==> src/rtl/block_lock_fsm_pkg.sv <==
// Shared 10GBASE-R PCS definitions: sync-header codes and block-lock state encoding.
package block_lock_fsm_pkg;

    localparam logic [1:0] SH_DATA = 2'b01;
    localparam logic [1:0] SH_CTRL = 2'b10;

    typedef enum logic {
        ST_TEST_SH   = 1'b0,
        ST_SLIP_WAIT = 1'b1
    } lock_state_e;

    function automatic logic sh_is_ok(input logic [1:0] hdr);
        return (hdr == SH_DATA) || (hdr == SH_CTRL);
    endfunction

endpackage

==> src/rtl/block_lock_fsm.sv <==
// 66b block-lock FSM: judges sync headers per window and asks the gearbox to slip.
// Outputs registered, one cycle after the header; cycles without a valid header only drop o_slip.
module block_lock_fsm
    import block_lock_fsm_pkg::*;
#(
    parameter int SH_CNT_MAX   = 64,
    parameter int SH_INVLD_MAX = 16,
    parameter int SLIP_WAIT    = 32
) (
    input  logic       i_rxc,
    input  logic       i_reset,
    input  logic       i_header_valid,
    input  logic [1:0] i_header,
    output logic       o_slip,
    output logic       o_block_lock
);

    localparam int CW = $clog2(SH_CNT_MAX + 1);
    localparam int IW = $clog2(SH_INVLD_MAX + 1);
    localparam int WW = $clog2(SLIP_WAIT + 1);

    localparam logic [CW-1:0] CNT_LAST   = CW'(SH_CNT_MAX);
    localparam logic [IW-1:0] INVLD_LAST = IW'(SH_INVLD_MAX);
    localparam logic [WW-1:0] WAIT_LAST  = WW'(SLIP_WAIT);

    lock_state_e   state_q, state_d;
    logic [CW-1:0] sh_cnt_q, sh_cnt_d;
    logic [IW-1:0] sh_invld_cnt_q, sh_invld_cnt_d;
    logic [WW-1:0] wait_cnt_q, wait_cnt_d;
    logic          slip_q, slip_d;
    logic          lock_q, lock_d;

    logic          sh_ok;
    logic [CW-1:0] cnt_n;
    logic [IW-1:0] invld_n;
    logic [WW-1:0] wait_n;

    always_ff @(posedge i_rxc) begin
        if (i_reset) begin
            state_q        <= ST_TEST_SH;
            sh_cnt_q       <= '0;
            sh_invld_cnt_q <= '0;
            wait_cnt_q     <= '0;
            slip_q         <= 1'b0;
            lock_q         <= 1'b0;
        end else begin
            state_q        <= state_d;
            sh_cnt_q       <= sh_cnt_d;
            sh_invld_cnt_q <= sh_invld_cnt_d;
            wait_cnt_q     <= wait_cnt_d;
            slip_q         <= slip_d;
            lock_q         <= lock_d;
        end
    end

    always_comb begin
        state_d        = state_q;
        sh_cnt_d       = sh_cnt_q;
        sh_invld_cnt_d = sh_invld_cnt_q;
        wait_cnt_d     = wait_cnt_q;
        slip_d         = 1'b0;
        lock_d         = lock_q;
        sh_ok          = sh_is_ok(i_header);
        cnt_n          = sh_cnt_q + CW'(1);
        invld_n        = sh_invld_cnt_q + IW'(!sh_ok);
        wait_n         = wait_cnt_q + WW'(1);

        if (i_header_valid) begin
            unique case (state_q)
                ST_TEST_SH: begin
                    // Slip wins over window completion when both land on the same header.
                    if (!sh_ok && (!lock_q || invld_n == INVLD_LAST)) begin
                        lock_d         = 1'b0;
                        slip_d         = 1'b1;
                        sh_cnt_d       = '0;
                        sh_invld_cnt_d = '0;
                        wait_cnt_d     = '0;
                        state_d        = ST_SLIP_WAIT;
                    end else if (cnt_n == CNT_LAST) begin
                        if (invld_n == '0) begin
                            lock_d = 1'b1;
                        end
                        sh_cnt_d       = '0;
                        sh_invld_cnt_d = '0;
                    end else begin
                        sh_cnt_d       = cnt_n;
                        sh_invld_cnt_d = invld_n;
                    end
                end
                ST_SLIP_WAIT: begin
                    // Header contents are meaningless until the gearbox has settled.
                    if (wait_n == WAIT_LAST) begin
                        wait_cnt_d = '0;
                        state_d    = ST_TEST_SH;
                    end else begin
                        wait_cnt_d = wait_n;
                    end
                end
                default: state_d = ST_TEST_SH;
            endcase
        end
    end

    assign o_slip       = slip_q;
    assign o_block_lock = lock_q;

endmodule

==> config.mk <==
export PLATFORM = sky130hd
export DESIGN_NAME = block_lock_fsm
export DESIGN_NICKNAME = d
export VERILOG_FILES = /design/src/rtl/block_lock_fsm_pkg.sv /design/src/rtl/block_lock_fsm.sv
export SDC_FILE = /design/constraint.sdc
export NUM_CORES = 1
export LEC_CHECK = 0
export CAP_MARGIN = 20
export CORE_MARGIN = 4
export CORE_UTILIZATION = 55
export DETAILED_ROUTE_END_ITERATION = 10
export MAX_ROUTING_LAYER = met4
export PLACE_DENSITY = 0.74
export SLEW_MARGIN = 20
export SYNTH_ARGS = -nofsm -noshare
export SYNTH_HDL_FRONTEND = slang
export SYNTH_SLANG_ARGS = --single-unit
==> constraint.sdc <==
create_clock -name i_rxc -period 3.52 [get_ports i_rxc]
set_clock_uncertainty 0.1 [all_clocks]
set_input_delay 0.704 -clock i_rxc [delete_from_list [all_inputs] [get_ports i_rxc]]
set_output_delay 0.704 -clock i_rxc [all_outputs]
set_load 0.05 [all_outputs]
==> out/qor.log, run 1 <==
INFO  detailed_routing via_per_inst=6.242
INFO  setup_path     cp.required=3.57ns
INFO  synthesis      dominant_cells_by_area_after_synthesis=dfxtp_1 (33%), nand2_1 (5.9%), a21oi_1 (5.1%)
INFO  setup_path     worstPathArrival=3.33ns
INFO  placement      place.detailed.instances=186
INFO  sta            worst_slew_pin_slew=0.8992ns
INFO  run_status     run_status=finished clean
INFO  global_routing globalRouteOverflowTotal=0
INFO  floorplanning  core.rowCount=17
INFO  setup_path     timing.critical_path.buf_inv=2
INFO  placement      post-dp-hpwl=1.935mm
INFO  power          vdd.ir_drop.worst=0.2492mV
INFO  synthesis      netlist-cell-type-count=41
INFO  setup_path     crit-reg2reg-launch=sh_invld_cnt_q[0]
INFO  setup_path     type_of_the_worst_setup_path=in -> reg
INFO  synthesis      synth_largest_type_area_fraction=0.3304
INFO  detailed_routing top_layer=met3
INFO  floorplanning  die_w=56.10um
INFO  global_routing grt_use_total=0.1816
INFO  clocking       cts_setup_buffers=0
INFO  synthesis      postSynthCellCount=161
INFO  hold_path      holdCritStartpoint=sh_invld_cnt_q[0]
INFO  floorplanning  die_y_extent=56.10um
INFO  sta            min_period_over_period=0.9330
INFO  setup_path     ff_to_ff_setup_slack=1.15ns
INFO  finish         final_net_count=172
INFO  floorplanning  floorplan.die_area=0.003147mm^2
INFO  power          cellLeakagePower=0.4639nW
INFO  finish         number_of_diodes=0
INFO  floorplanning  start_util=0.5752
INFO  clocking       cts_sinks=21
INFO  detailed_routing drc=0
INFO  clocking       cts_max_path_buffers=2
INFO  floorplanning  floorplan.io_pins=7
INFO  sta            max_freq=0.3045GHz
INFO  placement      final_weighted_congestion_of_routability_driven_global_placement=0.8398
INFO  synthesis      synth.ff_latch_count=21
INFO  setup_path     worst_path_top_cell_family_by_delay=compound AO/OA/AOI/OAI gates
INFO  floorplanning  core_area=0.002212mm^2
INFO  synthesis      synth.net_count=170
INFO  finish         nFillCells=199
INFO  hold_path      count_of_cells_along_the_worst_hold_path=2
INFO  sta            rsz0062_at_grt=no
INFO  synthesis      synthesis.area_per_instance=7.904um^2
INFO  detailed_routing detailroute.via_count=1,186
INFO  finish         stdcell_count=190
INFO  detailed_routing drt_wl_total=2.718mm
INFO  setup_path     timing.critical_path.cells=clkdlybuf4s50_1, xor2_1, inv_1, ha_1, ha_1, nor2_1, o211ai_2, a221o_2, nand2_1, a311oi_1
INFO  sta            report.final.hold_viol_count=0
INFO  detailed_routing detailroute.wirelength.met3=117um
INFO  setup_path     cp-start-kind=input port
INFO  synthesis      ys_seq_area_frac=0.3304
INFO  global_routing grt_pass1_wl=4.671mm
INFO  detailed_routing postRouteAntennaNets=0
INFO  sta            worst_slack=0.2358ns
INFO  setup_path     reg2regPathDepth=8
INFO  setup_path     crit-reg2reg-capture=wait_cnt_q[1]
INFO  global_routing grt_max_degree=26
INFO  detailed_routing routed_met1_length=1.319mm
INFO  setup_path     path_max_fanout=16
INFO  detailed_routing route.detailed.wl_per_inst=14.31um
INFO  hold_path      hold_class=reg -> reg
INFO  sta            setup_viol=0
INFO  synthesis      synth-main-ff-cell=dfxtp_1
INFO  synthesis      yosysTopAreaCell=dfxtp_1
INFO  clocking       clkTransAtPathRegs=0.11ns
INFO  clocking       cts.htree.levels=1
INFO  setup_path     crit_path_max_cell_delay=0.57ns
INFO  clocking       cts_resized=0
INFO  clocking       cts_root_buffer=clkbuf_4
INFO  clocking       cts_tree=yes
INFO  clocking       clkLatencyLatePin=0.30ns
INFO  finish         flow.area_growth_from_synthesis=5.507%
INFO  job            maxCapViolations=0
INFO  clocking       cts_hold_repair.buffers=0
INFO  setup_path     timing.critical_path.slowest_stage_cell=a221o_2
INFO  synthesis      mappedNetlistArea=0.001272mm^2
INFO  synthesis      ys_top_cells_by_count=dfxtp_1 (21), nand2_1 (20), a21oi_1 (13)
INFO  finish         drive_gt1_frac=0.08025
INFO  hold_path      min_to=sh_invld_cnt_q[0]
INFO  detailed_routing detail_route.first_pass.iterations=4
INFO  sta            final_period_minus_worst_setup_slack=3.284ns
INFO  detailed_routing drt-initial-drc-count=27
INFO  detailed_routing detailroute.wirelength.met2=1.281mm
INFO  sta            report.final.slew_viol_count=0
INFO  global_routing antenna_found_initial=0
INFO  synthesis      count_of_flip_flops_with_a_built_in_enable_after_synthesis=0
INFO  global_routing first_global_vias=1,056
INFO  clocking       cts-buffers-inserted=3
INFO  synthesis      ys_warn_count=0
INFO  placement      placement.setup.worst_slack=-0.04093ns
INFO  setup_path     critPathMostFrequentCell=ha_1
INFO  sta            max-slew-margin-rel=0.3986
INFO  setup_path     crit_path_end_kind=register
INFO  synthesis      synth.most_common_cell=dfxtp_1
INFO  synthesis      async_sr_flop_fraction=0
INFO  placement      placement.io_buffers=6
INFO  power          power_density=315.3mW/mm^2
[worst max path at each step]
stage,startpoint,end,slack (ns),depth (start not counted)
floorplan,i_header[1],sh_invld_cnt_q[1],0.78,10
global placement,i_header[0],wait_cnt_q[3],0.09,10
detailed placement,i_header[0],wait_cnt_q[1],-0.04,10
CTS,i_header[0],wait_cnt_q[1],0.31,10
global route,i_header[1],wait_cnt_q[1],0.13,11
finish,i_header[1],wait_cnt_q[1],0.24,10
[cells in the final DEF, fill, tap and decap left out, types with 2 or more instances in the layout]
master,synthesis,final
a21oi_1,13,13
nor3_1,4,4
nor4b_1,2,2
nor4_1,3,3
nor2b_1,6,6
ha_1,4,4
nand2b_1,2,2
o21ai_0,8,8
and3_1,2,2
a311oi_1,6,6
dfxtp_1,21,21
nand4_1,6,6
clkdlybuf4s50_1,0,6
nand2_1,20,20
o21ai_2,2,2
buf_4,0,2
nand3_1,11,11
a31oi_1,6,6
inv_1,3,3
nor3b_1,2,2
and2_1,2,2
and3b_1,2,2
clkbuf_4,0,3
o211ai_2,2,2
nor2_1,8,8
[sequential cells by signal (all words and copies together), names as in the netlist]
register and flops:
sh_cnt_q 7, wait_cnt_q 6, o_block_lock 1, sh_invld_cnt_q 5
o_slip 1, state_q 1
[report_power, final]
| part | switching [mW] | internal [mW] |
|---|---|---|
| clock | 0.0703 | 0.0441 |
| sequential | 0.00491 | 0.242 |
| combinational | 0.0415 | 0.0205 |
[metrics by stage]
stage               utilization  setup TNS, ns  power, mW  cell area, um^2  hold WS [ns]
floorplan                     -              0     0.2976             1272        0.3362
global placement         0.5950              0     0.3102             1316        0.3574
detailed placement       0.5950        -0.1218     0.3126             1316        0.3630
CTS                      0.6069              0     0.4269             1343        0.3792
global route             0.6069              0     0.4454             1343        0.4252
finish                   0.6069              0     0.4234             1343        0.3816
[final cells by class]
| class | instances | area [um^2] | area share |
|---|---|---|---|
| Inverter | 3 | 11.26 | 0.008388 |
| Clock buffer | 4 | 26.28 | 0.01957 |
| Sequential cell | 21 | 420.4 | 0.3131 |
| Multi-Input combinational cell | 126 | 774.5 | 0.5769 |
| Tap cell | 28 | 35.03 | 0.02610 |
| Timing Repair Buffer | 8 | 75.07 | 0.05592 |
[tightest hold or removal path: cells and delay by family (launching register included)]
kind,cells,cell delay (ns)
and+or+nand+nor,1,0.05
DFF,1,0.34
AOI/OAI and AO/OA,1,0.05
[per-layer routing]
layer,up-vias,global-route usage
met1,557,0.2354
met3,0,0.02320
met5,-,-
met2,31,0.2938
li1,598,-
met4,0,0.05424
[cell families (layout without fill, tap and decap cells)]
| family | Yosys count | in the layout | share of synthesized area |
|---|---|---|---|
| DFF | 21 | 21 | 0.3304 |
| buffers and inverters | 14 | 15 | 0.06096 |
| muxes | 1 | 1 | 0.007867 |
| xor gates and xnor gates | 2 | 2 | 0.01377 |
| and+or+nand+nor | 77 | 77 | 0.3274 |
| adders and majority gates | 4 | 4 | 0.03933 |
| AOI/OAI and AO/OA | 42 | 42 | 0.2203 |
(Power assumes the default switching activity.)
==> run 2: changes to the inputs <==
--- a/config.mk
+++ b/config.mk
@@ -10,8 +10,7 @@
 export CORE_UTILIZATION = 55
 export DETAILED_ROUTE_END_ITERATION = 10
 export MAX_ROUTING_LAYER = met4
-export PLACE_DENSITY = 0.74
-export SLEW_MARGIN = 20
+export PLACE_DENSITY = 0.76
 export SYNTH_ARGS = -nofsm -noshare
 export SYNTH_HDL_FRONTEND = slang
 export SYNTH_SLANG_ARGS = --single-unit
==> run 2 against run 1 <==
Maximum frequency about the same. Global-route usage up 0.95 points. Final cell count unchanged.
==> out/qor.log, run 2 (synthesis results as in run 1) <==
INFO  global_routing grt_max_degree=26
INFO  sta            final.hold.worst_slack=0.3729ns
INFO  setup_path     path_max_fanout=16
INFO  finish         most_common_library_cell_in_the_layout_ignoring_fill_and_taps=dfxtp_1
INFO  hold_path      hold_class=reg -> reg
INFO  clocking       cts_root_buffer=clkbuf_4
INFO  job            maxCapViolations=0
INFO  setup_path     cp.required=3.60ns
INFO  sta            min_period_over_period=0.9335
INFO  sta            rsz0062_at_grt=no
INFO  finish         final_net_count=172
INFO  sta            final_period_minus_worst_setup_slack=3.286ns
INFO  floorplanning  core_area=0.002212mm^2
INFO  global_routing grt_use_total=0.1911
INFO  floorplanning  core.rowCount=17
INFO  floorplanning  die_y_extent=56.10um
INFO  setup_path     cp-start-kind=input port
INFO  finish         number_of_diodes=0
INFO  setup_path     crit-reg2reg-launch=sh_invld_cnt_q[0]
INFO  detailed_routing drc=0
INFO  global_routing grt_pass1_wl=4.788mm
INFO  finish         nFillCells=212
INFO  finish         flow.area_growth_from_synthesis=5.605%
INFO  finish         largest_register_ff_count=7
INFO  detailed_routing route.detailed.wl_per_inst=14.33um
INFO  floorplanning  start_util=0.5752
INFO  sta            setup_viol=0
INFO  setup_path     crit_path_end_kind=register
INFO  finish         layout.cells.most_common_list=dfxtp_1 (21), nand2_1 (20), a21oi_1 (13)
INFO  setup_path     worst_setup_path_startpoint=i_header[1]
INFO  setup_path     worstPathArrival=3.37ns
INFO  global_routing first_global_vias=1,107
INFO  placement      final_weighted_congestion_of_routability_driven_global_placement=0.8494
INFO  clocking       cts-buffers-inserted=3
INFO  sta            report.final.slew_viol_count=0
INFO  power          power=429.2uW
INFO  clocking       cts_resized=0
INFO  clocking       cts_max_path_buffers=2
INFO  detailed_routing drt-initial-drc-count=31
INFO  detailed_routing detail_route.first_pass.iterations=4
INFO  clocking       cts_sinks=21
INFO  setup_path     type_of_the_worst_setup_path=in -> reg
INFO  setup_path     crit_path_max_cell_delay=0.57ns
INFO  detailed_routing detailroute.via_count=1,176
INFO  hold_path      holdCritStartpoint=sh_invld_cnt_q[0]
INFO  clocking       cts_setup_buffers=0
INFO  clocking       cts.htree.levels=1
INFO  power          vdd.ir_drop.worst=0.1846mV
INFO  sta            worst_slew_pin_slew=0.6538ns
INFO  power          power_density=319.4mW/mm^2
INFO  clocking       clkLatencyLatePin=0.31ns
INFO  detailed_routing postRouteAntennaNets=0
INFO  setup_path     timing.critical_path.slowest_stage_cell=a221o_2
INFO  global_routing globalRouteOverflowTotal=0
INFO  setup_path     critPathMostFrequentCell=ha_1
INFO  sta            max-slew-margin-rel=0.5632
INFO  detailed_routing via_per_inst=6.189
INFO  setup_path     timing.critical_path.cells=clkdlybuf4s50_1, xor2_1, inv_1, ha_1, ha_1, nor2_1, o211ai_2, a221o_2, nand2_1, a311oi_1
INFO  finish         drive_gt1_frac=0.08642
INFO  clocking       cts_hold_repair.buffers=0
INFO  sta            max_freq=0.3043GHz
INFO  global_routing antenna_found_initial=0
INFO  clocking       clkTransAtPathRegs=0.13ns
INFO  detailed_routing drt_wl_total=2.723mm
INFO  placement      placement.io_buffers=6
INFO  clocking       cts_tree=yes
INFO  floorplanning  die_w=56.10um
INFO  power          cellLeakagePower=0.4660nW
INFO  run_status     run_status=finished clean
INFO  placement      post-dp-hpwl=1.916mm
INFO  sta            report.final.hold_viol_count=0
INFO  finish         largest_register=sh_cnt_q
INFO  floorplanning  floorplan.die_area=0.003147mm^2
INFO  finish         layout_top_registers=sh_cnt_q x7, wait_cnt_q x6, sh_invld_cnt_q x5
INFO  floorplanning  floorplan.io_pins=7
==> run 2: critical path: cells and delay by family <==
kind | cells | cell delay (ns)
compound gates | 3 | 0.83
fa+ha+maj | 2 | 0.55
simple gates | 2 | 0.37
xor+xnor | 1 | 0.31
buf+inv | 2 | 0.60
==> run 2: final cells by class <==
class | count | area, um^2 | area share
clock inverter | 1 | 5.005 | 0.003724
inverter | 3 | 11.26 | 0.008380
clock buffer | 3 | 22.52 | 0.01676
timing repair buffer | 8 | 75.07 | 0.05587
multi-input combinational | 126 | 774.5 | 0.5763
tap | 28 | 35.03 | 0.02607
sequential | 21 | 420.4 | 0.3128
==> run 2: final timing paths <==
kind | slack (ns) | cells past startpoint | to
setup / recovery | 0.23 | 10 | wait_cnt_q[1]
hold / removal | 0.37 | 2 | sh_invld_cnt_q[0]
setup reg to reg | 1.20 | 7 | wait_cnt_q[1]
hold reg to reg | 0.37 | 2 | sh_invld_cnt_q[0]
==> run 2: per-layer routing <==
layer  part of all wire  track usage  wire, um  vias up
met4              0.016      0.09153        43        0
met2               0.51       0.3072      1390       17
met3              0.024      0.02088        66        4
li1                   -            -         -      597
met5                  0            -         0        -
met1               0.45       0.2377      1223      558
==> run 2: where the power goes <==
part           total [mW]  internal, mW  switching [mW]
clock network       0.121        0.0425          0.0783
registers           0.247         0.242         0.00458
logic              0.0618        0.0209          0.0408
==> run 2: stage by stage <==
step / util / instances / setup TNS (ns) / cell area, um^2 / setup WS [ns]
after floorplan: - / 161 / 0 / 1272 / 0.7848
after global placement: 0.5950 / 186 / 0 / 1316 / 0.08383
after detailed placement: 0.5950 / 186 / -0.1068 / 1316 / -0.03783
after CTS: 0.6075 / 190 / 0 / 1344 / 0.2936
after global routing: 0.6075 / 190 / 0 / 1344 / 0.09293
final: 0.6075 / 190 / 0 / 1344 / 0.2339
